## src/rtl/game_sequencer.sv

```systemverilog
// Per-frame game controller: runs the player/enemy/bullet update handshakes once
// per frame, resolves collisions, and owns lives, score, respawn delay and game-over.
module game_sequencer #(
  parameter int unsigned LIVES_INIT     = 3,
  parameter int unsigned RESPAWN_FRAMES = 60
) (
  input  logic       clk,
  input  logic       reset,
  input  logic       start,
  input  logic       restart,
  input  logic       frame_tick,
  output logic       player_req,
  input  logic       player_done,
  output logic       enemy_req,
  input  logic       enemy_done,
  output logic       bullet_req,
  input  logic       bullet_done,
  input  logic       hit_player,
  input  logic       hit_enemy,
  output logic       respawn,
  output logic       enemy_respawn,
  output logic [2:0] life,
  output logic [7:0] score,
  output logic       game_over,
  output logic       frame_overrun,
  output logic [2:0] state
);

  localparam logic [2:0] S_IDLE       = 3'd0;
  localparam logic [2:0] S_WAIT_FRAME = 3'd1;
  localparam logic [2:0] S_UPD_PLAYER = 3'd2;
  localparam logic [2:0] S_UPD_ENEMY  = 3'd3;
  localparam logic [2:0] S_UPD_BULLET = 3'd4;
  localparam logic [2:0] S_CHECK      = 3'd5;
  localparam logic [2:0] S_RESPAWN    = 3'd6;
  localparam logic [2:0] S_GAME_OVER  = 3'd7;

  localparam logic [2:0] LIFE_INIT    = 3'(LIVES_INIT);
  localparam logic [7:0] RESPAWN_INIT = 8'(RESPAWN_FRAMES);

  function automatic logic [7:0] sat_inc8(input logic [7:0] v);
    if (v == 8'hFF) begin
      return v;
    end else begin
      return v + 8'd1;
    end
  endfunction

  logic [2:0] state_q, state_d;
  logic       player_req_q, player_req_d;
  logic       enemy_req_q, enemy_req_d;
  logic       bullet_req_q, bullet_req_d;
  logic       respawn_q, respawn_d;
  logic       enemy_respawn_q, enemy_respawn_d;
  logic [2:0] life_q, life_d;
  logic [7:0] score_q, score_d;
  logic       game_over_q, game_over_d;
  logic       overrun_q, overrun_d;
  logic [7:0] cnt_q, cnt_d;
  logic       busy_s;

  // A tick landing mid-update is dropped; remember that it happened
  assign busy_s    = (state_q == S_UPD_PLAYER) || (state_q == S_UPD_ENEMY) ||
                     (state_q == S_UPD_BULLET) || (state_q == S_CHECK);
  assign overrun_d = overrun_q | (frame_tick & busy_s);

  // Next-state and next-output logic
  always_comb begin
    state_d         = state_q;
    player_req_d    = player_req_q;
    enemy_req_d     = enemy_req_q;
    bullet_req_d    = bullet_req_q;
    respawn_d       = 1'b0;
    enemy_respawn_d = 1'b0;
    life_d          = life_q;
    score_d         = score_q;
    game_over_d     = game_over_q;
    cnt_d           = cnt_q;
    case (state_q)
      S_IDLE: begin
        life_d  = LIFE_INIT;
        score_d = 8'd0;
        if (start) begin
          respawn_d = 1'b1;
          state_d   = S_WAIT_FRAME;
        end else begin
          state_d = S_IDLE;
        end
      end
      S_WAIT_FRAME: begin
        if (frame_tick) begin
          player_req_d = 1'b1;
          state_d      = S_UPD_PLAYER;
        end else begin
          state_d = S_WAIT_FRAME;
        end
      end
      S_UPD_PLAYER: begin
        if (player_req_q && player_done) begin
          player_req_d = 1'b0;
          enemy_req_d  = 1'b1;
          state_d      = S_UPD_ENEMY;
        end else begin
          state_d = S_UPD_PLAYER;
        end
      end
      S_UPD_ENEMY: begin
        if (enemy_req_q && enemy_done) begin
          enemy_req_d  = 1'b0;
          bullet_req_d = 1'b1;
          state_d      = S_UPD_BULLET;
        end else begin
          state_d = S_UPD_ENEMY;
        end
      end
      S_UPD_BULLET: begin
        if (bullet_req_q && bullet_done) begin
          bullet_req_d = 1'b0;
          state_d      = S_CHECK;
        end else begin
          state_d = S_UPD_BULLET;
        end
      end
      S_CHECK: begin
        score_d = hit_enemy ? sat_inc8(score_q) : score_q;
        // Player death wins over the enemy-only respawn when both hit
        if (hit_player) begin
          if (life_q <= 3'd1) begin
            life_d      = 3'd0;
            game_over_d = 1'b1;
            state_d     = S_GAME_OVER;
          end else begin
            life_d    = life_q - 3'd1;
            respawn_d = 1'b1;
            cnt_d     = RESPAWN_INIT;
            state_d   = S_RESPAWN;
          end
        end else if (hit_enemy) begin
          enemy_respawn_d = 1'b1;
          state_d         = S_WAIT_FRAME;
        end else begin
          state_d = S_WAIT_FRAME;
        end
      end
      S_RESPAWN: begin
        if (cnt_q == 8'd0) begin
          state_d = S_WAIT_FRAME;
        end else if (frame_tick) begin
          cnt_d = cnt_q - 8'd1;
        end else begin
          cnt_d = cnt_q;
        end
      end
      S_GAME_OVER: begin
        if (restart) begin
          game_over_d = 1'b0;
          life_d      = LIFE_INIT;
          score_d     = 8'd0;
          state_d     = S_IDLE;
        end else begin
          state_d = S_GAME_OVER;
        end
      end
      default: begin
        player_req_d = 1'b0;
        enemy_req_d  = 1'b0;
        bullet_req_d = 1'b0;
        state_d      = S_IDLE;
      end
    endcase
  end

  // State and output registers with synchronous active-low reset
  always_ff @(posedge clk) begin
    if (!reset) begin
      state_q         <= S_IDLE;
      player_req_q    <= 1'b0;
      enemy_req_q     <= 1'b0;
      bullet_req_q    <= 1'b0;
      respawn_q       <= 1'b0;
      enemy_respawn_q <= 1'b0;
      life_q          <= LIFE_INIT;
      score_q         <= 8'd0;
      game_over_q     <= 1'b0;
      overrun_q       <= 1'b0;
      cnt_q           <= 8'd0;
    end else begin
      state_q         <= state_d;
      player_req_q    <= player_req_d;
      enemy_req_q     <= enemy_req_d;
      bullet_req_q    <= bullet_req_d;
      respawn_q       <= respawn_d;
      enemy_respawn_q <= enemy_respawn_d;
      life_q          <= life_d;
      score_q         <= score_d;
      game_over_q     <= game_over_d;
      overrun_q       <= overrun_d;
      cnt_q           <= cnt_d;
    end
  end

  assign player_req    = player_req_q;
  assign enemy_req     = enemy_req_q;
  assign bullet_req    = bullet_req_q;
  assign respawn       = respawn_q;
  assign enemy_respawn = enemy_respawn_q;
  assign life          = life_q;
  assign score         = score_q;
  assign game_over     = game_over_q;
  assign frame_overrun = overrun_q;
  assign state         = state_q;

endmodule

```

## config.mk

```make
export PLATFORM = sky130hd
export DESIGN_NAME = game_sequencer
export DESIGN_NICKNAME = d
export VERILOG_FILES = /design/src/rtl/game_sequencer.sv
export SDC_FILE = /design/constraint.sdc
export NUM_CORES = 1
export LEC_CHECK = 0
export ABC_AREA = 1
export CAP_MARGIN = 20
export CORE_UTILIZATION = 52
export DETAILED_ROUTE_END_ITERATION = 10
export HOLD_SLACK_MARGIN = 0.12
export PLACE_DENSITY = 0.78
export SLEW_MARGIN = 20
export SYNTH_ARGS = -nofsm -noshare
export SYNTH_HDL_FRONTEND = slang
export SYNTH_SLANG_ARGS = --single-unit
```

## constraint.sdc

```tcl
create_clock -name clk -period 1.89 [get_ports clk]
set_clock_uncertainty 0.2 [all_clocks]
set_input_delay 0.4725 -clock clk [delete_from_list [all_inputs] [get_ports clk]]
set_output_delay 0.4725 -clock clk [all_outputs]
set_load 0.005 [all_outputs]
```

Yosys cells after proc, flatten, opt, wreduce, memory -nomap -nowiden
Cells that the tools add are included.
{ "totals": {"register_bits": 29, "input_bits": 10, "out_inout_bits": 21, "elab_cells": 103} }
{ "classes": {"addsub": 3, "magnitude_cmp": 1, "n_eq_ne": 21, "muxes": 41, "n_bitwise": 4, "reduce_logical": 22} }
{ "op_table": {"columns": ["cell", "count"], "rows": [
  ["8-bit two-way mux", 7],
  ["3-bit case mux with 8 select lines", 1],
  ["8-bit case mux with 3 select lines", 1],
  ["3-bit two-way mux", 7],
  ["2-bit inequality test, second input constant", 9],
  ["1-bit two-way mux", 17],
  ["8-bit case mux with 2 select lines", 1],
  ["3-bit equality test, second input constant", 4],
  ["3-bit AND reduction", 4],
  ["1-bit case mux with 2 select lines", 5],
  ["2-bit nonzero test", 5],
  ["3-bit case mux with 3 select lines", 1],
  ["8-bit by 1-bit adder with 8-bit output, second input constant", 1],
  ["8-bit equality test, second input constant", 1],
  ["8-bit logical NOT", 1],
  ["2-bit by 1-bit inequality test with 1-bit output, second input constant", 4],
  ["4-bit AND reduction", 2],
  ["8-bit by 1-bit subtractor with 8-bit output, second input constant", 1],
  ["3-bit by 2-bit equality test with 1-bit output, second input constant", 2],
  ["5-bit AND reduction", 1],
  ["3-bit by 1-bit equality test with 1-bit output, second input constant", 1],
  ["3-bit by 1-bit less-or-equal comparator with 1-bit output, second input constant", 1],
  ["1-bit logical AND", 3],
  ["3-bit logical NOT", 1],
  ["other kinds (8)", 11]
]} }

Logic depth before layout (Yosys ltp)
{ "logic_depth": {"depth_word": 6, "mapped_depth": 10, "depth_no_buf": 10} }

Worst setup path before layout
OpenSTA, ideal clock, no wires.
{ "synth_timing": {"kind": "register -> register", "from": "reg life_q[0], in the netlist life[0]", "to": "reg cnt_q[1]", "setup_time_ns": 0.114, "arrival_time_ns": 1.251, "required_time_ns": 1.576, "setup_slack_ns": 0.325, "stages_incl_launch_ff": 9, "path_buffers": 0, "synth_period_minus_slack_ns": 1.565, "path_cell_list": "dfxtp_1 ha_1 inv_1 o21ai_1 inv_2 nand2_4 nand2_8 o21ai_1 nor2_2"} }
{ "synth_via": {"elab_chain_cells": 3} }
{ "synth_rtl": {"columns": ["element", "line_no", "rtl"], "rows": [
  ["start: declaration", "55", "logic [2:0] life_q, life_d;"],
  ["start signal: assignment", "194", "life_q <= life_d;"],
  ["3-bit by 1-bit less-or-equal comparator with 1-bit output", "128", "if (life_q <= 3'd1) begin"],
  ["2-bit inequality test (no source line)", null, null],
  ["5-bit AND reduction (no source line)", null, null],
  ["end signal: assignment", "198", "cnt_q <= cnt_d;"],
  ["end: declaration", "59", "logic [7:0] cnt_q, cnt_d;"]
]} }
No other way between the ends.
A chain may end at the register's enable or synchronous reset.

Final worst setup path
{ "layout_timing": {"from": "reg bullet_req_q, in the netlist bullet_req", "to": "out bullet_req"} }
{ "layout_lines": {"columns": ["element", "line_no", "rtl"], "rows": [
  ["start: declaration", "52", "logic bullet_req_q, bullet_req_d;"],
  ["start signal: assignment", "191", "bullet_req_q <= bullet_req_d;"],
  ["end: declaration", "16", "output logic bullet_req,"]
]} }
No word-level cell between the ends.

==> results.yml <==
detailed_routing:
  wire_per_inst_um: 12.2
  routed_via_density: 5.18
  drtAntennaViolNets: 0
  routed_wirelength_um: 4290
  dr.pass1.iters: 4
  drt_iter0_drc: 95
  vias: 1822
  post-route-drc-count: 0
setup_path:
  arrival_ps: 1180
  path_cells: "clkdlybuf4s50_1"
  worstSetupPathType: "reg -> out"
  crit_family: "buffers and inverters"
  reg2reg_from: "score[0]"
  critPathBufInv: 1
  r2r-end: "score[6]"
  r2r.worst_path.cells: 11
  r2r_slack_ps: 210
  cp-end-kind: "output pin"
  slowest_stage: "clkdlybuf4s50_1"
  cpPeakStageDelay_ps: 490
  critPathMaxFanout: 3
  worst_setup_path_start_kind: "flip-flop"
  crit_required_ps: 1220
placed_design:
  dp_hpwl_um: 3050
  gp_congestion: 0.832
  dpl-instance-area_um2: 2200
  placed_cells: 335
  place.port_buffers: 30
  pre_cts_ws_ps: -99.7
synthesis:
  yosysWarnings: 0
  synthArstFlopShare_pct: 0
  ys_seq_area_share_pct: 32.8
  syn-num-nets: 266
  ys_ff_latch: 29
  synth-main-ff-cell: "dfxtp_1"
  synth_edf_count: 0
  syn_inst: 251
  synth_area_um2: 1770
  ys_types: 35
  synth_area_per_cell_um2: 7.05
clock_network:
  cts_tree: "built"
  clock-root-buffer: "clkbuf_4"
  clk_pin_slew_ps: 90
  cts_buffers: 5
  htree_levels: 2
  clock_latency_ps: 340
  clk_path_buf_depth: 2
  cts.sinks: 29
timing:
  rsz0062_at_grt: "no"
  final-max-slew-violation-count: 0
  clock.fmax_mhz: 539
  setup_ws_ps: 34.3
  setup_violations: 0
  finalCritPeriodShare_pct: 98.2
  fin_crit_ps: 1860
  hold-worst-slack_ps: 274
  worst_pin_slew_ps: 254
  fin_tns_setup_ps: 0
  relSlewSlack_pct: 82.9
  finalHoldViolCount: 0
power_and_ir_drop:
  clkPwrFrac_pct: 30.7
  power_frac_seq_pct: 52.9
  totalPowerFinal_mw: 1.20
  cellPowerDensity_nw_per_um2: 502
  p_sw_mw: 0.347
  p_leak_nw: 1.21
  comb_power_share_pct: 16.4
  ir_drop_v: 0.000383
  swShare_pct: 29.0
  p_int_mw: 0.850
hold_path:
  worstHoldPathCells: 2
  hp-start: "score[7]"
  min_path_type: "reg -> reg"
  hold_end: "score[7]"
layout:
  nNetsFinal: 322
  regArea_um2: 613
  fillers: 269
  final_cells: 352
  layout_common_cells: "58 x nand2_1, 25 x nor2_1, 23 x buf_4"
  utilization_pct: 75.7
  antenna_cells: 0
  final_area_um2: 2390
  multi_input_area_um2: 1040
  area_growth_pct: 34.8
  drive_above_1_share_pct: 27.9
  final_common_cell: "nand2_1"
floorplan:
  num_rows: 20
  io-pin-count: 31
  start_util_pct: 56.2
  core_area_um2: 3150
  die_w_um: 60.4
  die_h_um: 60.4
  dieArea_um2: 3640
grt:
  grt_overflow: 0
  grt_pass1_wl_um: 7030
  grt_pass1_vias: 1607
  grt_max_degree: 11
  grt_usage_pct: 26.2
  antenna_found_initial: 0
status:
  status: "finished, final reports clean"
run:
  drv_cap: 0
state kept, by name, indices dropped and copies added, names as in the netlist:
register	cells
cnt_q	8
frame_overrun	1
score	8
life	3
player_req	1
enemy_respawn	1
game_over	1
respawn	1
state	3
enemy_req	1
bullet_req	1
kinds of logic after synthesis:
kind of cell / synth area share [%]
AOI/OAI and AO/OA: 15.3
xor gates and xnor gates: 1.48
adders and majority gates: 3.53
buffers and inverters: 8.34
DFF: 32.8
and+or+nand+nor: 38.6
metal layers:
metal  GRT usage, %  vias to the layer above  part of all wire (%)
met4           9.97                        0                   1.6
met3           6.40                        7                   6.8
met2           42.2                       69                    46
li1               -                      936                     -
met5              0                        -                     0
met1           33.8                      810                    45
cell type report:
type                       instances  area share [%]
multi-input combinational        187            43.7
sequential                        29            25.7
clock buffer                       6            1.73
tap                               44            2.31
timing repair buffer              53            21.1
clock inverter                     2           0.419
inverter                          31            5.08
synth_stat cells (2+ instances only):
cell / count / area, um^2
nor2_1: 25 / 93.8
o21ai_0: 7 / 35.0
inv_1: 22 / 82.6
ha_1: 5 / 62.6
nand2_4: 2 / 22.5
nand3_4: 2 / 35.0
o21bai_1: 3 / 22.5
xor2_1: 2 / 17.5
nand2_1: 58 / 218
inv_4: 2 / 12.5
a21oi_2: 6 / 52.6
o21ai_1: 3 / 15.0
clkbuf_1: 2 / 7.51
inv_2: 7 / 26.3
nand2_2: 9 / 56.3
a21oi_1: 18 / 90.1
nand3_1: 22 / 110
nand4_1: 6 / 37.5
dfxtp_1: 29 / 581
nor2_2: 5 / 31.3
a41oi_1: 2 / 17.5
power by group through the flow:
stage	Sequential (mW)	Combinational (mW)	Clock [mW]
3_3_place_gp	0.653	0.187	0
3_5_place_dp	0.653	0.188	0
2_1_floorplan	0.652	0.103	0
6_report	0.634	0.196	0.367
5_1_grt	0.636	0.215	0.404
4_1_cts	0.635	0.198	0.380
worst max-delay path by stage:
stage	depth (start not counted)	from	slack (ps)	to
detailed placement	7	hit_player	-100	cnt_q[1]
global placement	7	hit_player	-90	cnt_q[1]
finish	1	bullet_req	30	bullet_req
floorplan	8	life[0]	330	cnt_q[1]
global route	1	state[2]	3	state[2]
CTS	1	score[2]	0.2	score[2]
timing repair:
action / CTS / global route
buffers inserted: 7 / 2
cloned: 0 / 0
setup endpoints to repair: 14 / 16
hold endpoints to repair: 0 / 0
hold buffers: 0 / 0
gates resized for setup: 18 / 18
No activity file was read; power rests on OpenSTA's default activity.
